==> config.mk <==
export PLATFORM = sky130hd
export DESIGN_NAME = key_event_decoder
export DESIGN_NICKNAME = d
export VERILOG_FILES = /design/src/rtl/key_pad_pkg.sv /design/src/rtl/key_event_fifo.sv /design/src/rtl/key_event_decoder.sv
export SDC_FILE = /design/constraint.sdc
export NUM_CORES = 1
export LEC_CHECK = 0
export ABC_AREA = 1
export CAP_MARGIN = 10
export CORE_ASPECT_RATIO = 2
export CORE_UTILIZATION = 51
export DETAILED_ROUTE_END_ITERATION = 12
export GPL_TIMING_DRIVEN = 0
export HOLD_SLACK_MARGIN = 0.02
export PLACE_DENSITY = 0.73
export SLEW_MARGIN = 20
export SYNTH_ARGS = -nofsm -noshare
export SYNTH_HDL_FRONTEND = slang
export SYNTH_SLANG_ARGS = --single-unit
==> constraint.sdc <==
create_clock -name clk -period 2.4 [get_ports clk]
set_input_delay 0.48 -clock clk [delete_from_list [all_inputs] [get_ports clk]]
set_output_delay 0.48 -clock clk [all_outputs]
set_load 0.01 [all_outputs]
==> src/rtl/key_pad_pkg.sv <==
// key_pad_pkg: shared keypad constants, event record and priority-index helper.
package key_pad_pkg;
    localparam int KEY_COUNT  = 16;
    localparam int KEY_CODE_W = 4;
    localparam int ROWS       = 4;
    localparam int COLS       = 4;

    typedef struct packed {
        logic                  is_release;
        logic [KEY_CODE_W-1:0] code;
    } key_event_t;

    function automatic logic [KEY_CODE_W-1:0] lowest_set_index(input logic [KEY_COUNT-1:0] v);
        lowest_set_index = '0;
        for (int i = KEY_COUNT - 1; i >= 0; i--)
            if (v[i]) lowest_set_index = KEY_CODE_W'(i);
    endfunction
endpackage

==> src/rtl/key_event_fifo.sv <==
// key_event_fifo: show-ahead synchronous FIFO; push is refused while full even if a pop coincides.
module key_event_fifo #(
    parameter int DEPTH = 4,
    parameter int WIDTH = 4
) (
    input  logic             clk,
    input  logic             rst,
    input  logic             push,
    input  logic [WIDTH-1:0] din,
    input  logic             pop,
    output logic [WIDTH-1:0] dout,
    output logic             full,
    output logic             empty
);
    localparam int AW = $clog2(DEPTH);
    logic [WIDTH-1:0] mem [DEPTH];
    logic [AW-1:0]    wr_ptr, rd_ptr;
    logic [AW:0]      count;
    logic             do_push, do_pop;

    assign full    = count == (AW + 1)'(DEPTH);
    assign empty   = count == '0;
    assign do_push = push && !full;
    assign do_pop  = pop && !empty;
    assign dout    = empty ? '0 : mem[rd_ptr];

    always_ff @(posedge clk or negedge rst)
        if (!rst) begin
            wr_ptr <= '0;
            rd_ptr <= '0;
            count  <= '0;
        end else begin
            if (do_push) wr_ptr <= wr_ptr + AW'(1);
            if (do_pop) rd_ptr <= rd_ptr + AW'(1);
            count <= count + (AW + 1)'(do_push) - (AW + 1)'(do_pop);
        end

    always_ff @(posedge clk)
        if (do_push) mem[wr_ptr] <= din;
endmodule

==> src/rtl/key_event_decoder.sv <==
// key_event_decoder: debounces 4x4 keypad snapshots and queues per-key events.
// Define KEY_RELEASE_EVENT_EN to also queue release events.
module key_event_decoder
    import key_pad_pkg::*;
#(
    parameter int DEBOUNCE_SAMPLES = 3,
    parameter int FIFO_DEPTH       = 4
) (
    input  logic                  clk,
    input  logic                  rst,
    input  logic [COLS-1:0]       keypadoutput0,
    input  logic [COLS-1:0]       keypadoutput1,
    input  logic [COLS-1:0]       keypadoutput2,
    input  logic [COLS-1:0]       keypadoutput3,
    input  logic                  available,
    output logic                  key_valid,
    output logic [KEY_CODE_W-1:0] key_code,
    output logic                  key_release,
    input  logic                  key_ready,
    output logic [KEY_COUNT-1:0]  key_map,
    output logic                  overflow,
    input  logic                  clear_overflow
);
    logic [KEY_COUNT-1:0]  snap, candidate, press_pending, new_press, press_clr, press_left;
    logic [3:0]            count, count_nxt;
    logic [4:0]            count_inc;
    logic                  stable_upd, push_req, do_push, merge, full, empty;
    logic [KEY_CODE_W-1:0] press_idx, push_code;

    assign snap       = {keypadoutput3, keypadoutput2, keypadoutput1, keypadoutput0};
    assign count_inc  = {1'b0, count} + 5'd1;
    assign count_nxt  = snap != candidate ? 4'd1 :
                        count_inc >= 5'(DEBOUNCE_SAMPLES) ? 4'(DEBOUNCE_SAMPLES) : count_inc[3:0];
    // The candidate after this sample is always snap, so compare snap against the map.
    assign stable_upd = available && count_nxt == 4'(DEBOUNCE_SAMPLES) && snap != key_map;
    assign new_press  = stable_upd ? snap & ~key_map : '0;
    assign press_idx  = lowest_set_index(press_pending);
    assign do_push    = push_req && !full;
    assign key_valid  = !empty;

`ifdef KEY_RELEASE_EVENT_EN
    logic [KEY_COUNT-1:0]  release_pending, new_release, release_left;
    logic [KEY_CODE_W-1:0] release_idx;
    logic                  sel_release;
    key_event_t            push_ev, head;

    assign release_idx  = lowest_set_index(release_pending);
    assign sel_release  = |release_pending && (!(|press_pending) || release_idx < press_idx);
    assign push_req     = |press_pending || |release_pending;
    assign push_code    = sel_release ? release_idx : press_idx;
    assign press_clr    = do_push && !sel_release ? KEY_COUNT'(1) << push_code : '0;
    assign release_left = release_pending & ~(do_push && sel_release ? KEY_COUNT'(1) << push_code : '0);
    assign new_release  = stable_upd ? key_map & ~snap : '0;
    assign merge        = |(new_press & press_left) || |(new_release & release_left);
    assign push_ev      = '{is_release: sel_release, code: push_code};
    assign key_code     = head.code;
    assign key_release  = head.is_release;

    always_ff @(posedge clk or negedge rst)
        if (!rst) release_pending <= '0;
        else release_pending <= release_left | new_release;

    key_event_fifo #(.DEPTH(FIFO_DEPTH), .WIDTH($bits(key_event_t))) u_fifo (
        .clk(clk), .rst(rst), .push(do_push), .din(push_ev), .pop(key_ready),
        .dout(head), .full(full), .empty(empty)
    );
`else
    assign push_req    = |press_pending;
    assign push_code   = press_idx;
    assign press_clr   = do_push ? KEY_COUNT'(1) << push_code : '0;
    assign merge       = |(new_press & press_left);
    assign key_release = 1'b0;

    key_event_fifo #(.DEPTH(FIFO_DEPTH), .WIDTH(KEY_CODE_W)) u_fifo (
        .clk(clk), .rst(rst), .push(do_push), .din(push_code), .pop(key_ready),
        .dout(key_code), .full(full), .empty(empty)
    );
`endif

    assign press_left = press_pending & ~press_clr;

    always_ff @(posedge clk or negedge rst)
        if (!rst) begin
            candidate     <= '0;
            count         <= '0;
            key_map       <= '0;
            press_pending <= '0;
            overflow      <= 1'b0;
        end else begin
            if (available) begin
                candidate <= snap;
                count     <= count_nxt;
            end
            if (stable_upd) key_map <= snap;
            press_pending <= press_left | new_press;
            overflow      <= merge || (overflow && !clear_overflow);
        end
endmodule

Word-level counts from Yosys, hierarchy flattened

Memories as Yosys holds them, arrays and structs flattened.
Cells that the tools add are included.

Register bits after elaboration: 60
Latch bits: 0
Bits in writable memories: 16
Bits in read-only memories: 0
Bits of input ports: 21
Output and inout port bits: 23
Logic and storage cells: 62
Memories kept: 1

Memory list:

| memory     | words | width | rd ports | clocked after memory_dff | write ports | RTL line             | RTL |
|---|---|---|---|---|---|---|---|
| u_fifo.mem | 4     | 4     | 1        | 0                        | 1           | key_event_fifo.sv:16 | `logic [WIDTH-1:0] mem [DEPTH];` |

Add/sub/neg operators: 5
Multiply operators: 0
Divide/modulo/power cells: 0
$lt $le $gt $ge: 1
Equal/unequal tests: 4
Shift-type cells: 1
Multiplexer cells: 23
Bitwise gates (word level): 6
Reduce and logical (&&, ||, !) cells: 13

Operator list:

| operator                                                                            | count |
|---|---|
| 4-bit two-way mux                                                                   | 19 |
| 16-bit AND                                                                          | 3 |
| 16-bit two-way mux                                                                  | 2 |
| 16-bit inequality test                                                              | 2 |
| 16-bit NOT                                                                          | 2 |
| 16-bit OR reduction                                                                 | 2 |
| 16-bit bitwise OR                                                                   | 1 |
| 1-bit by 4-bit << shifter with 16-bit output, first input constant                  | 1 |
| 1-bit logical AND                                                                   | 6 |
| 4-bit by 1-bit adder with 5-bit output, second input constant                       | 1 |
| 5-bit by 2-bit greater-or-equal comparator with 1-bit output, second input constant | 1 |
| 2-bit by 1-bit adder with 2-bit output, second input constant                       | 2 |
| 4-bit by 2-bit equality test with 1-bit output, second input constant               | 1 |
| 3-bit by 1-bit adder with 3-bit output                                              | 1 |
| 3-bit equality test, second input constant                                          | 1 |
| 1-bit zero test                                                                     | 3 |
| 3-bit zero test                                                                     | 1 |
| 3-bit by 1-bit subtractor with 3-bit output                                         | 1 |
| 1-bit two-way mux                                                                   | 2 |
| 1-bit logical OR                                                                    | 1 |

Depth between registers and ports, before layout

Gate-level depths: netlist (run 1).

Depth after elaboration: 23
Mapped depth: 22
Mapped depth without buffers: 22

Hierarchy

Synthesis (run 1) repeated with hierarchy kept, for this count alone.

Cells, all modules: 535
Area total of the unflattened synthesis: 4455.5 um^2

By module, submodules not included:

| module            | times used | cells each | area each (um^2) | seq. area each (um^2) |
|---|---|---|---|---|
| key_event_decoder | 1          | 419        | 3328.2           | 1326.3 |
| key_event_fifo    | 1          | 116        | 1127.3           | 655.6 |

Worst setup path before layout (run 1)

Ideal clock, no wire load.

Path kind: reg-to-reg
Start: register u_fifo.count[0]
End: register u_fifo.count[2]
Library setup time: 129 ps
Data arrival time: 2166 ps
Data required time: 2271 ps
Path slack: 105 ps
Cell stages (with the launch flop): 12
Path buffers: 0
Clock period less this slack: 2295 ps
Path through: dfrtp_1 nor3_1 inv_1 nand2_1 inv_1 ha_1 inv_1 ha_1 inv_1 fa_1 xnor2_1 xor2_1

Elaborated cells between the ends (all ways): 9

RTL lines:

| element                                     | RTL line                | RTL |
|---|---|---|
| start, declared                             | key_event_fifo.sv:18    | `logic [AW:0] count;` |
| start signal, assigned                      | key_event_fifo.sv:35    | `count <= count + (AW + 1)'(do_push) - (AW + 1)'(do_pop);` |
| 3-bit zero test                             | key_event_fifo.sv:22    | `assign empty = count == '0;` |
| 1-bit zero test                             | -                       |  |
| via key_valid                               | key_event_decoder.sv:16 | `output logic key_valid,` |
| 1-bit logical AND                           | key_event_fifo.sv:24    | `assign do_pop = pop && !empty;` |
| via u_fifo.do_pop                           | key_event_fifo.sv:19    | `logic do_push, do_pop;` |
| 3-bit by 1-bit subtractor with 3-bit output | key_event_fifo.sv:35    |  |

The timed path passes the listed nets, and every way through them passes these cells.
A chain may end at the register's enable or synchronous reset.

Worst setup path in the final report (run 1)

Start: register key_map[11]
End: register overflow

Cells in the longest elaborated chain, start to end: 6
Elaborated cells between the ends (all ways): 8

Ends and longest elaborated chain:

| element                                                     | RTL line                                         | RTL |
|---|---|---|
| start, declared                                             | key_event_decoder.sv:20                          | `output logic [KEY_COUNT-1:0] key_map,` |
| start signal, assigned                                      | key_event_decoder.sv:94                          | `if (stable_upd) key_map <= snap;` |
| 16-bit inequality test / 16-bit NOT (equally long branches) | key_event_decoder.sv:35, key_event_decoder.sv:36 |  |
| 1-bit logical AND / 16-bit AND (equally long branches)      | key_event_decoder.sv:35, key_event_decoder.sv:36 |  |
| 16-bit two-way mux *                                        | key_event_decoder.sv:36                          | `assign new_press = stable_upd ? snap & ~key_map : '0;` |
| 16-bit AND *                                                | key_event_decoder.sv:71                          | `assign merge = \|(new_press & press_left);` |
| 16-bit OR reduction *                                       | key_event_decoder.sv:71                          |  |
| 1-bit logical OR *                                          | key_event_decoder.sv:96                          | `overflow <= merge \|\| (overflow && !clear_overflow);` |
| end signal, assigned                                        | key_event_decoder.sv:96                          |  |
| end, declared                                               | key_event_decoder.sv:21                          | `output logic overflow,` |

Every way passes the cells marked *; elsewhere a longest branch is shown, timed or not.

==> results.sh, run 1 <==
export IMPL_status="complete, no violations"
export IMPL_total_power_mw=6.70
export IMPL_fin_nets=605
export IMPL_cp_max_fo=10
export IMPL_path_class="flop to flop"
export IMPL_switchingPower_mw=2.72
export IMPL_place_gp_congestion=0.848
export IMPL_ant_nets=0
export IMPL_maxSlewViolCount=0
export IMPL_combPwrFrac_pct=46.6
export IMPL_cp_required_ns=2.61
export IMPL_die_area_um2=8670
export IMPL_hold_viol=0
export IMPL_async_flop_share_pct=78.9
export IMPL_fillers=650
export IMPL_cts_sink_count=76
export IMPL_worstSetupEndpointType="flop"
export IMPL_synth_nets=539
export IMPL_synth_cells=493
export IMPL_ir_drop_v=0.000747
export IMPL_seq_power_share_pct=31.1
export IMPL_setup_violations=0
export IMPL_ys_seq_area_share_pct=46.9
export IMPL_cts_tree="yes"
export IMPL_grt_total_usage_pct=24.7
export IMPL_place_ws_ns=-0.743
export IMPL_io_pins=44
export IMPL_wl_mm=9.77
export IMPL_numCtsBuffers=9
export IMPL_synth_distinct_cells=44
export IMPL_critical_path_cell_chain="inv_1 > ha_1 > nand4_1 > or4_4 > nand3_4 > buf_8 > inv_1 > nand3_1 > nand3_1 > nor2_2 > nand2_1"
export IMPL_avgRoutedWirePerCell_um=14.8
export IMPL_h_tree_depth=3
export IMPL_finalClockSkew_ns=0.00362
export IMPL_antenna_found_initial=0
export IMPL_final_common_cell="inv_1"
export IMPL_rsz0062_at_grt="yes"
export IMPL_port_buffers=42
export IMPL_drive_gt1_share_pct=15.4
export IMPL_vias=3468
export IMPL_synth_edff_count=16
export IMPL_slowest_delay_ns=0.60
export IMPL_clkTransAtPathRegs_ns=0.06
export IMPL_setup_slack_ns=0.0338
export IMPL_power_density_nw_per_um2=1270
export IMPL_diodes=0
export IMPL_slowest_stage="or4_4"
export IMPL_tightestPinTransition_ns=0.597
export IMPL_dpl_cell_count=632
export IMPL_grt_pass1_vias=3428
export IMPL_instances_no_fill=660
export IMPL_layout_common_cells="inv_1 (86), nand2_1 (67), nor2_1 (58), dfrtp_1 (58)"
export IMPL_intPower_mw=3.98
export IMPL_critPathLaunchType="flop"
export IMPL_avgViaCountPerCell=5.25
export IMPL_maxCapViolations=0
export IMPL_p_leak_nw=2.56
export IMPL_fp_dieH_um=131
export IMPL_pwr_share_clk_pct=22.3
export IMPL_synthToLayoutAreaGrowth_pct=25.4
export IMPL_fmax_ghz=0.423
export IMPL_min_period_over_period_pct=98.6
export IMPL_rows=46
export IMPL_syn_cell_area_um2=4220
export IMPL_initial_utilization_pct=52.8
export IMPL_first_iter_violations=128
export IMPL_tns_ns=0
export IMPL_postSynthAreaPerCell_um2=8.57
export IMPL_ys_ff_latch=76
export IMPL_worstSkewPairLatency_ns=0.34
export IMPL_max_slew_margin_pct=59.9
export IMPL_core_area_um2=8000
export IMPL_synth_flop_cell="dfrtp_1"
export IMPL_dp_hpwl_mm=7.34
export IMPL_hp_class="primary input to flop"
export IMPL_dr_pass1_iters=4
export IMPL_p_sw_share_pct=40.7
export IMPL_synth_warnings=0
export IMPL_root_buffer="clkbuf_16"
export IMPL_clk_path_buf_depth=2
export IMPL_grt_pass1_wl_mm=15.4
export IMPL_period_needed_ns=2.37
export IMPL_grt_max_degree=57
export IMPL_die_w_um=66.3
export IMPL_drc=0
export IMPL_worstPathArrival_ns=2.58
export IMPL_grt_overflow=0
## state kept, by name, indices dropped and copies added (netlist names)
signal         count
candidate         16
key_map           16
press_pending     16
u_fifo.mem        16
count              4
u_fifo.count       3
u_fifo.rd_ptr      2
u_fifo.wr_ptr      2
overflow           1
## stage by stage
step | utilization, % | area (um^2) | hold slack [ns]
after floorplan | - | 4220 | 0.184
after global placement | 59.5 | 4760 | 0.494
after detailed placement | 59.9 | 4790 | 0.297
after CTS | 64.5 | 5160 | 0.492
after global routing | 66.2 | 5300 | 0.467
final | 66.2 | 5300 | 0.428
## power by group through the flow
stage               clock [mW]  sequential [mW]  combinational (mW)
floorplan                    0             2.03                2.01
global placement             0             2.07                2.71
detailed placement           0             2.09                2.81
CTS                       1.53             2.09                2.80
global route              1.58             2.12                3.42
finish                    1.50             2.08                3.12
## cells by family after synthesis
family	count (synthesis)	synth area share, %
AOI/OAI and AO/OA	67	9.13
and+or+nand+nor	202	22.3
adders and majority gates	25	7.59
xor gates and xnor gates	10	2.07
buffers and inverters	106	10.3
DFF	76	46.9
muxes	6	1.57
other	1	0.0888
## layer usage
layer / vias up / track usage, % / part of all wire, %
met5: - / 0 / 0
met4: 0 / 15.4 / 5.3
met3: 32 / 3.99 / 2.4
met2: 78 / 48.1 / 58
met1: 1637 / 22.7 / 34
li1: 1721 / - / -
## worst max-delay path: cells and delay by family (launching register included)
family                   cells  cell delay [ns]
flip-flops                   1             0.34
AND/OR/NAND/NOR              7             1.35
buffers and inverters        3             0.27
adder cells (fa/ha/maj)      1             0.28
## what timing repair did
action | 4_1_cts | 5_1_grt
setup buffers | 0 | 12
hold buffers | 1 | 0
gates resized for setup | 17 | 28
gates cloned | 0 | 0
hold endpoints to repair | 4 | 0
endpoints found under the setup margin | 40 | 38
pin swaps | 3 | 13
## synth_stat cells (2+ instances only)
library cell  number  area share [%]
mux2_2             5             1.3
buf_4              3            0.53
nor3_1             4            0.47
a21oi_1           22             2.6
dfrtp_1           60              36
xnor2_1            7             1.5
o21ai_1           15             1.8
clkbuf_1           4            0.36
or2_2              6            0.89
a21oi_4            2            0.77
edfxtp_1          16              11
o21ai_0           22             2.6
inv_2              5            0.44
nor2_1            59             5.2
ha_1              24             7.1
inv_1             88             7.8
nand3_1           25             3.0
nand2_2            3            0.44
xor2_1             3            0.62
nand4_1           23             3.4
nor2_2             5            0.74
buf_6              3            0.80
nand2_1           68             6.0
## final cells by class
| class | count | area (um^2) | share of cell area, % |
|---|---|---|---|
| flip-flops and latches | 76 | 1980 | 37.5 |
| multi-input cells | 311 | 1870 | 35.4 |
| repair buffers | 56 | 537 | 10.1 |
| inverters | 95 | 359 | 6.78 |
| clock buffers | 14 | 307 | 5.79 |
| well taps | 96 | 120 | 2.27 |
| plain buffers | 10 | 78.8 | 1.49 |
| clock inverters | 2 | 35.0 | 0.662 |
## path summary, 6_finish.rpt
| path | to | cells past startpoint | start | slack, ns |
|---|---|---|---|---|
| max | overflow$_DFF_PN0_ | 11 | key_map[11]$_DFFE_PN0P_ | 0.03 |
| min in group asynchronous | key_map[0]$_DFFE_PN0P_ | 2 | rst | 0.50 |
| min | candidate[13]$_DFFE_PN0P_ | 3 | keypadoutput3[1] | 0.43 |
| max reg2reg | overflow$_DFF_PN0_ | 11 | key_map[11]$_DFFE_PN0P_ | 0.03 |
| min reg2reg | count[3]$_DFFE_PN0P_ | 2 | count[3]$_DFFE_PN0P_ | 0.53 |
| max in group asynchronous | u_fifo.rd_ptr[1]$_DFFE_PN0P_ | 3 | rst | 1.39 |
Note: power is estimated with default switching activity, not from simulation.
==> run 2, diff against run 1 <==
--- a/config.mk
+++ b/config.mk
@@ -6,13 +6,13 @@
 export NUM_CORES = 1
 export LEC_CHECK = 0
 export ABC_AREA = 1
-export CAP_MARGIN = 10
+export CAP_MARGIN = 0
 export CORE_ASPECT_RATIO = 2
 export CORE_UTILIZATION = 51
 export DETAILED_ROUTE_END_ITERATION = 12
 export GPL_TIMING_DRIVEN = 0
 export HOLD_SLACK_MARGIN = 0.02
-export PLACE_DENSITY = 0.73
+export PLACE_DENSITY = 0.76
 export SLEW_MARGIN = 20
 export SYNTH_ARGS = -nofsm -noshare
 export SYNTH_HDL_FRONTEND = slang
==> constraint.sdc (replaced) <==
create_clock -name clk -period 2.1 [get_ports clk]
set_input_delay 0.42 -clock clk [delete_from_list [all_inputs] [get_ports clk]]
set_output_delay 0.42 -clock clk [all_outputs]
set_load 0.01 [all_outputs]
==> results.sh, run 2 (synthesis gave the netlist of run 1 again) <==
export IMPL_final_cell_area_um2=5790
export IMPL_critPathLaunchType="flop"
export IMPL_hold_viol=0
export IMPL_core_area_um2=8000
export IMPL_diodes=0
export IMPL_path_class="flop to flop"
export IMPL_cts_sink_count=76
export IMPL_fp_dieH_um=131
export IMPL_clkTransAtPathRegs_ns=0.06
export IMPL_ir_drop_v=0.000943
export IMPL_period_needed_ns=2.39
export IMPL_max_slew_margin_pct=61.8
export IMPL_clk_path_buf_depth=2
export IMPL_post_route_util_pct=72.3
export IMPL_total_power_mw=8.53
export IMPL_io_pins=44
export IMPL_power_density_nw_per_um2=1470
export IMPL_initial_utilization_pct=52.8
export IMPL_cts_tree="yes"
export IMPL_worstSkewPairLatency_ns=0.34
export IMPL_vias=3817
export IMPL_cp_required_ns=2.32
export IMPL_status="complete, but fails checks"
export IMPL_die_w_um=66.3
export IMPL_grt_total_usage_pct=26.7
export IMPL_fillers=540
export IMPL_dr_pass1_iters=5
export IMPL_worstPathArrival_ns=2.61
export IMPL_fmax_ghz=0.419
export IMPL_drive_gt1_share_pct=31.6
export IMPL_synthToLayoutAreaGrowth_pct=37.0
export IMPL_violations="negative setup slack"
export IMPL_maxCapViolations=0
export IMPL_rows=46
export IMPL_root_buffer="clkbuf_16"
export IMPL_wl_mm=11.5
export IMPL_avgRoutedWirePerCell_um=16.8
export IMPL_tns_ns=-3.27
export IMPL_place_gp_congestion=0.888
export IMPL_grt_overflow=0
export IMPL_final_common_cell="inv_1"
export IMPL_layout_common_cells="inv_1 (71), nand2_1 (59), dfrtp_1 (57)"
export IMPL_min_period_over_period_pct=114
export IMPL_dpl_cell_area_um2=4800
export IMPL_die_area_um2=8670
export IMPL_worstSetupEndpointType="flop"
export IMPL_maxSlewViolCount=0
export IMPL_drc=0
export IMPL_grt_max_degree=58
export IMPL_dp_hpwl_mm=7.25
export IMPL_rsz0062_at_grt="yes"
export IMPL_grt_pass1_vias=3743
export IMPL_antenna_found_initial=0
export IMPL_p_leak_nw=2.65
export IMPL_tightestPinTransition_ns=0.574
export IMPL_finalClockSkew_ns=0.00726
export IMPL_h_tree_depth=3
export IMPL_grt_pass1_wl_mm=16.9
export IMPL_first_iter_violations=246
export IMPL_cp_max_fo=6
export IMPL_setup_slack_ns=-0.288
export IMPL_setup_violations=35
export IMPL_ant_nets=0
export IMPL_hp_class="primary input to flop"
export IMPL_fin_nets=635
export IMPL_port_buffers=42
export IMPL_numCtsBuffers=9
export IMPL_avgViaCountPerCell=5.55
==> run 2: cell types whose count changed in the layout (fill, tap and decap cells not counted), sizes merged <==
cell,before,now
buf,20,50
bufinv,1,0
clkbuf,22,24
clkdlybuf4s15,0,1
clkdlybuf4s50,24,20
clkinv,2,1
dlygate4sd2,5,13
dlymetal6s2s,8,1
==> run 2: path summary, 6_finish.rpt <==
kind,start,end,slack [ns],depth (start not counted)
min in group asynchronous,rst,u_fifo.rd_ptr[1]$_DFFE_PN0P_,0.42,2
worst min-delay path,keypadoutput1[2],candidate[6]$_DFFE_PN0P_,0.39,3
worst min register to register,candidate[6]$_DFFE_PN0P_,candidate[6]$_DFFE_PN0P_,0.53,2
worst max-delay path,count[0]$_DFFE_PN0P_,overflow$_DFF_PN0_,-0.29,17
max in group asynchronous,rst,key_map[9]$_DFFE_PN0P_,1.18,3
worst max register to register,count[0]$_DFFE_PN0P_,overflow$_DFF_PN0_,-0.29,17
==> run 2: area by class of cell <==
class | instances | area (um^2) | share of cell area [%]
plain buffers | 10 | 125 | 2.16
clock buffers | 14 | 254 | 4.39
well taps | 96 | 120 | 2.08
multi-input cells | 311 | 2170 | 37.5
inverters | 95 | 359 | 6.21
flip-flops and latches | 76 | 1990 | 34.3
repair buffers | 86 | 774 | 13.4
==> run 2: repair_timing <==
item | CTS | global route
setup buffers | 31 | 10
resized for setup | 69 | 77
endpoints found under the setup margin | 40 | 39
hold endpoints to repair | 3 | 0
hold buffers | 1 | 0
cloned | 0 | 1
pin swaps | 25 | 24
==> run 2: where the power goes <==
group	total [mW]	internal (mW)	switching, mW
registers	2.39	2.14	0.245
logic	4.76	1.90	2.86
clock network	1.38	0.820	0.557
==> run 2: routing by layer <==
metal / vias to the layer above / routed length (um) / track usage [%] / part of all wire (%)
li1: 1787 / - / - / -
met1: 1830 / 3710 / 24.5 / 32
met2: 145 / 6650 / 49.2 / 58
met3: 55 / 452 / 5.12 / 3.9
met4: 0 / 705 / 21.0 / 6.1
met5: - / 0 / 0 / 0
==> run 2: stage by stage <==
stage               setup WS, ns  hold WS [ns]  instances
floorplan                0.00687         0.124        493
global placement           -1.34         0.501        631
detailed placement        -0.929         0.231        632
CTS                       -0.153         0.421        677
global route              -0.490         0.438        688
finish                    -0.288         0.392        688
==> run 2: worst max-delay path, cell delays in order, from the launching register on <==
cell and delay, ns:
dfrtp_1 0.43, inv_2 0.06, ha_2 0.19, a211oi_2 0.25
o21ai_1 0.13, a21oi_2 0.15, nand2_1 0.07, inv_1 0.12
nor2_4 0.05, nand3_4 0.14, buf_6 0.13, nor2_1 0.04
nand3_1 0.08, nand2_2 0.06, nor2_1 0.09, nand3_1 0.08
nor2_1 0.13, nand2_2 0.07
==> run 3, diff against run 2 <==
--- a/config.mk
+++ b/config.mk
@@ -7,7 +7,6 @@
 export LEC_CHECK = 0
 export ABC_AREA = 1
 export CAP_MARGIN = 0
-export CORE_ASPECT_RATIO = 2
 export CORE_UTILIZATION = 51
 export DETAILED_ROUTE_END_ITERATION = 12
 export GPL_TIMING_DRIVEN = 0
==> results.sh, run 3 (synthesis gave the netlist of run 1 again) <==
export IMPL_hp_class="primary input to asynchronous set/reset pin"
export IMPL_grt_pass1_vias=3399
export IMPL_wl_mm=10.0
export IMPL_period_needed_ns=2.31
export IMPL_avgViaCountPerCell=5.25
export IMPL_h_tree_depth=3
export IMPL_place_gp_congestion=0.877
export IMPL_setup_slack_ns=-0.215
export IMPL_io_pins=44
export IMPL_maxSlewViolCount=0
export IMPL_fillers=602
export IMPL_p_leak_nw=2.61
export IMPL_fin_nets=629
export IMPL_setup_violations=30
export IMPL_intPower_mw=4.18
export IMPL_p_sw_share_pct=43.2
export IMPL_numCtsBuffers=9
export IMPL_whs_ns=0.409
export IMPL_min_period_over_period_pct=110
export IMPL_ir_drop_v=0.000785
export IMPL_fmax_ghz=0.432
export IMPL_antenna_found_initial=0
export IMPL_instances_no_fill=690
export IMPL_fp_dieH_um=93.0
export IMPL_diodes=0
export IMPL_core_area_um2=7850
export IMPL_drc=0
export IMPL_max_slew_margin_pct=61.1
export IMPL_final_common_cell="inv_1"
export IMPL_rows=32
export IMPL_grt_max_degree=57
export IMPL_avgRoutedWirePerCell_um=14.5
export IMPL_path_class="flop to flop"
export IMPL_switchingPower_mw=3.17
export IMPL_seq_power_share_pct=32.5
export IMPL_dr_pass1_iters=4
export IMPL_root_buffer="clkbuf_8"
export IMPL_status="complete, but fails checks"
export IMPL_critPathLaunchType="flop"
export IMPL_cp_max_fo=6
export IMPL_vias=3625
export IMPL_critical_path_cell_chain="inv_1 > ha_1 > nand4_1 > or4_4 > nand3_4 > buf_6 > nor2_2 > nand3_1 > nand2_1 > nand3b_1 > nor2_2 > nand2_1"
export IMPL_pwr_share_clk_pct=16.3
export IMPL_drive_gt1_share_pct=24.3
export IMPL_maxCapViolations=0
export IMPL_grt_overflow=0
export IMPL_port_buffers=42
export IMPL_rsz0062_at_grt="yes"
export IMPL_grt_pass1_wl_mm=15.7
export IMPL_power_density_nw_per_um2=1320
export IMPL_clkTransAtPathRegs_ns=0.08
export IMPL_grt_total_usage_pct=23.9
export IMPL_dpl_cell_count=638
export IMPL_cts_tree="yes"
export IMPL_die_area_um2=8650
export IMPL_die_w_um=93.0
export IMPL_first_iter_violations=144
export IMPL_layout_common_cells="inv_1 (81), nand2_1 (67), dfrtp_1 (57)"
export IMPL_initial_utilization_pct=53.8
export IMPL_worstSetupEndpointType="flop"
export IMPL_ant_nets=0
export IMPL_slowest_stage="or4_4"
export IMPL_slowest_delay_ns=0.55
export IMPL_cts_sink_count=76
export IMPL_tightestPinTransition_ns=0.584
export IMPL_clk_path_buf_depth=2
export IMPL_finalClockSkew_ns=0.00864
export IMPL_worstPathArrival_ns=2.56
export IMPL_tns_ns=-1.38
export IMPL_violations="negative setup slack"
export IMPL_cp_required_ns=2.34
export IMPL_synthToLayoutAreaGrowth_pct=31.9
export IMPL_combPwrFrac_pct=51.2
export IMPL_hold_viol=0
export IMPL_worstSkewPairLatency_ns=0.36
export IMPL_dp_hpwl_mm=6.60
export IMPL_total_power_mw=7.35
export IMPL_rr_worst_depth=12
-- run 3: cell type report --
type | count | area (um^2) | area share [%]
clock buffers | 13 | 170 | 3.06
multi-input cells | 311 | 2010 | 36.1
flip-flops and latches | 76 | 1990 | 35.7
inverters | 95 | 359 | 6.45
clock inverters | 3 | 42.5 | 0.764
repair buffers | 80 | 751 | 13.5
well taps | 102 | 128 | 2.29
plain buffers | 10 | 120 | 2.16
-- run 3: worst paths after layout --
kind | start | endpoint | slack, ns
setup reg to reg | key_map[11]$_DFFE_PN0P_ | overflow$_DFF_PN0_ | -0.21
min in group clk | press_pending[7]$_DFF_PN0_ | press_pending[7]$_DFF_PN0_ | 0.54
setup / recovery | key_map[11]$_DFFE_PN0P_ | overflow$_DFF_PN0_ | -0.21
hold reg to reg | press_pending[7]$_DFF_PN0_ | press_pending[7]$_DFF_PN0_ | 0.54
max in group asynchronous | rst | u_fifo.rd_ptr[0]$_DFFE_PN0P_ | 1.19
hold / removal | rst | press_pending[9]$_DFF_PN0_ | 0.41
-- run 3: routing by layer --
layer / track usage [%] / wire, um / up-vias
met2: 42.8 / 5290 / 96
met4: 10.0 / 235 / 0
li1: - / - / 1775
met1: 27.4 / 3990 / 1731
met3: 5.53 / 510 / 23
met5: 0 / 0 / -
-- run 3: power by group through the flow --
stage	Sequential (mW)	Clock, mW	Combinational (mW)
3_5_place_dp	2.39	0	3.12
4_1_cts	2.39	1.21	3.33
3_3_place_gp	2.38	0	3.02
5_1_grt	2.42	1.26	4.14
2_1_floorplan	2.33	0	2.30
6_report	2.39	1.20	3.76
-- run 3: worst max-delay path, delay by kind of cell (launching register included) --
kind / cells / cell delay (ns)
flops: 1 / 0.37
buf+inv: 2 / 0.20
simple gates: 9 / 1.36
fa+ha+maj: 1 / 0.27
-- run 3: stage by stage --
stage,utilization (%),worst slack [ns],cell area (um^2)
after floorplan,-,0.00687,4240
after global placement,61.0,-1.39,4790
after detailed placement,61.3,-0.752,4810
after CTS,66.8,-0.176,5240
after global routing,71.0,-0.292,5570
final,71.0,-0.215,5570
-- run 3: what timing repair did --
action,CTS,global route
resized for setup,49,39
cloned,1,0
buffers inserted,15,20
pin swaps,13,13
hold buffers,1,0
hold endpoints to repair,4,0
setup endpoints to repair,39,34
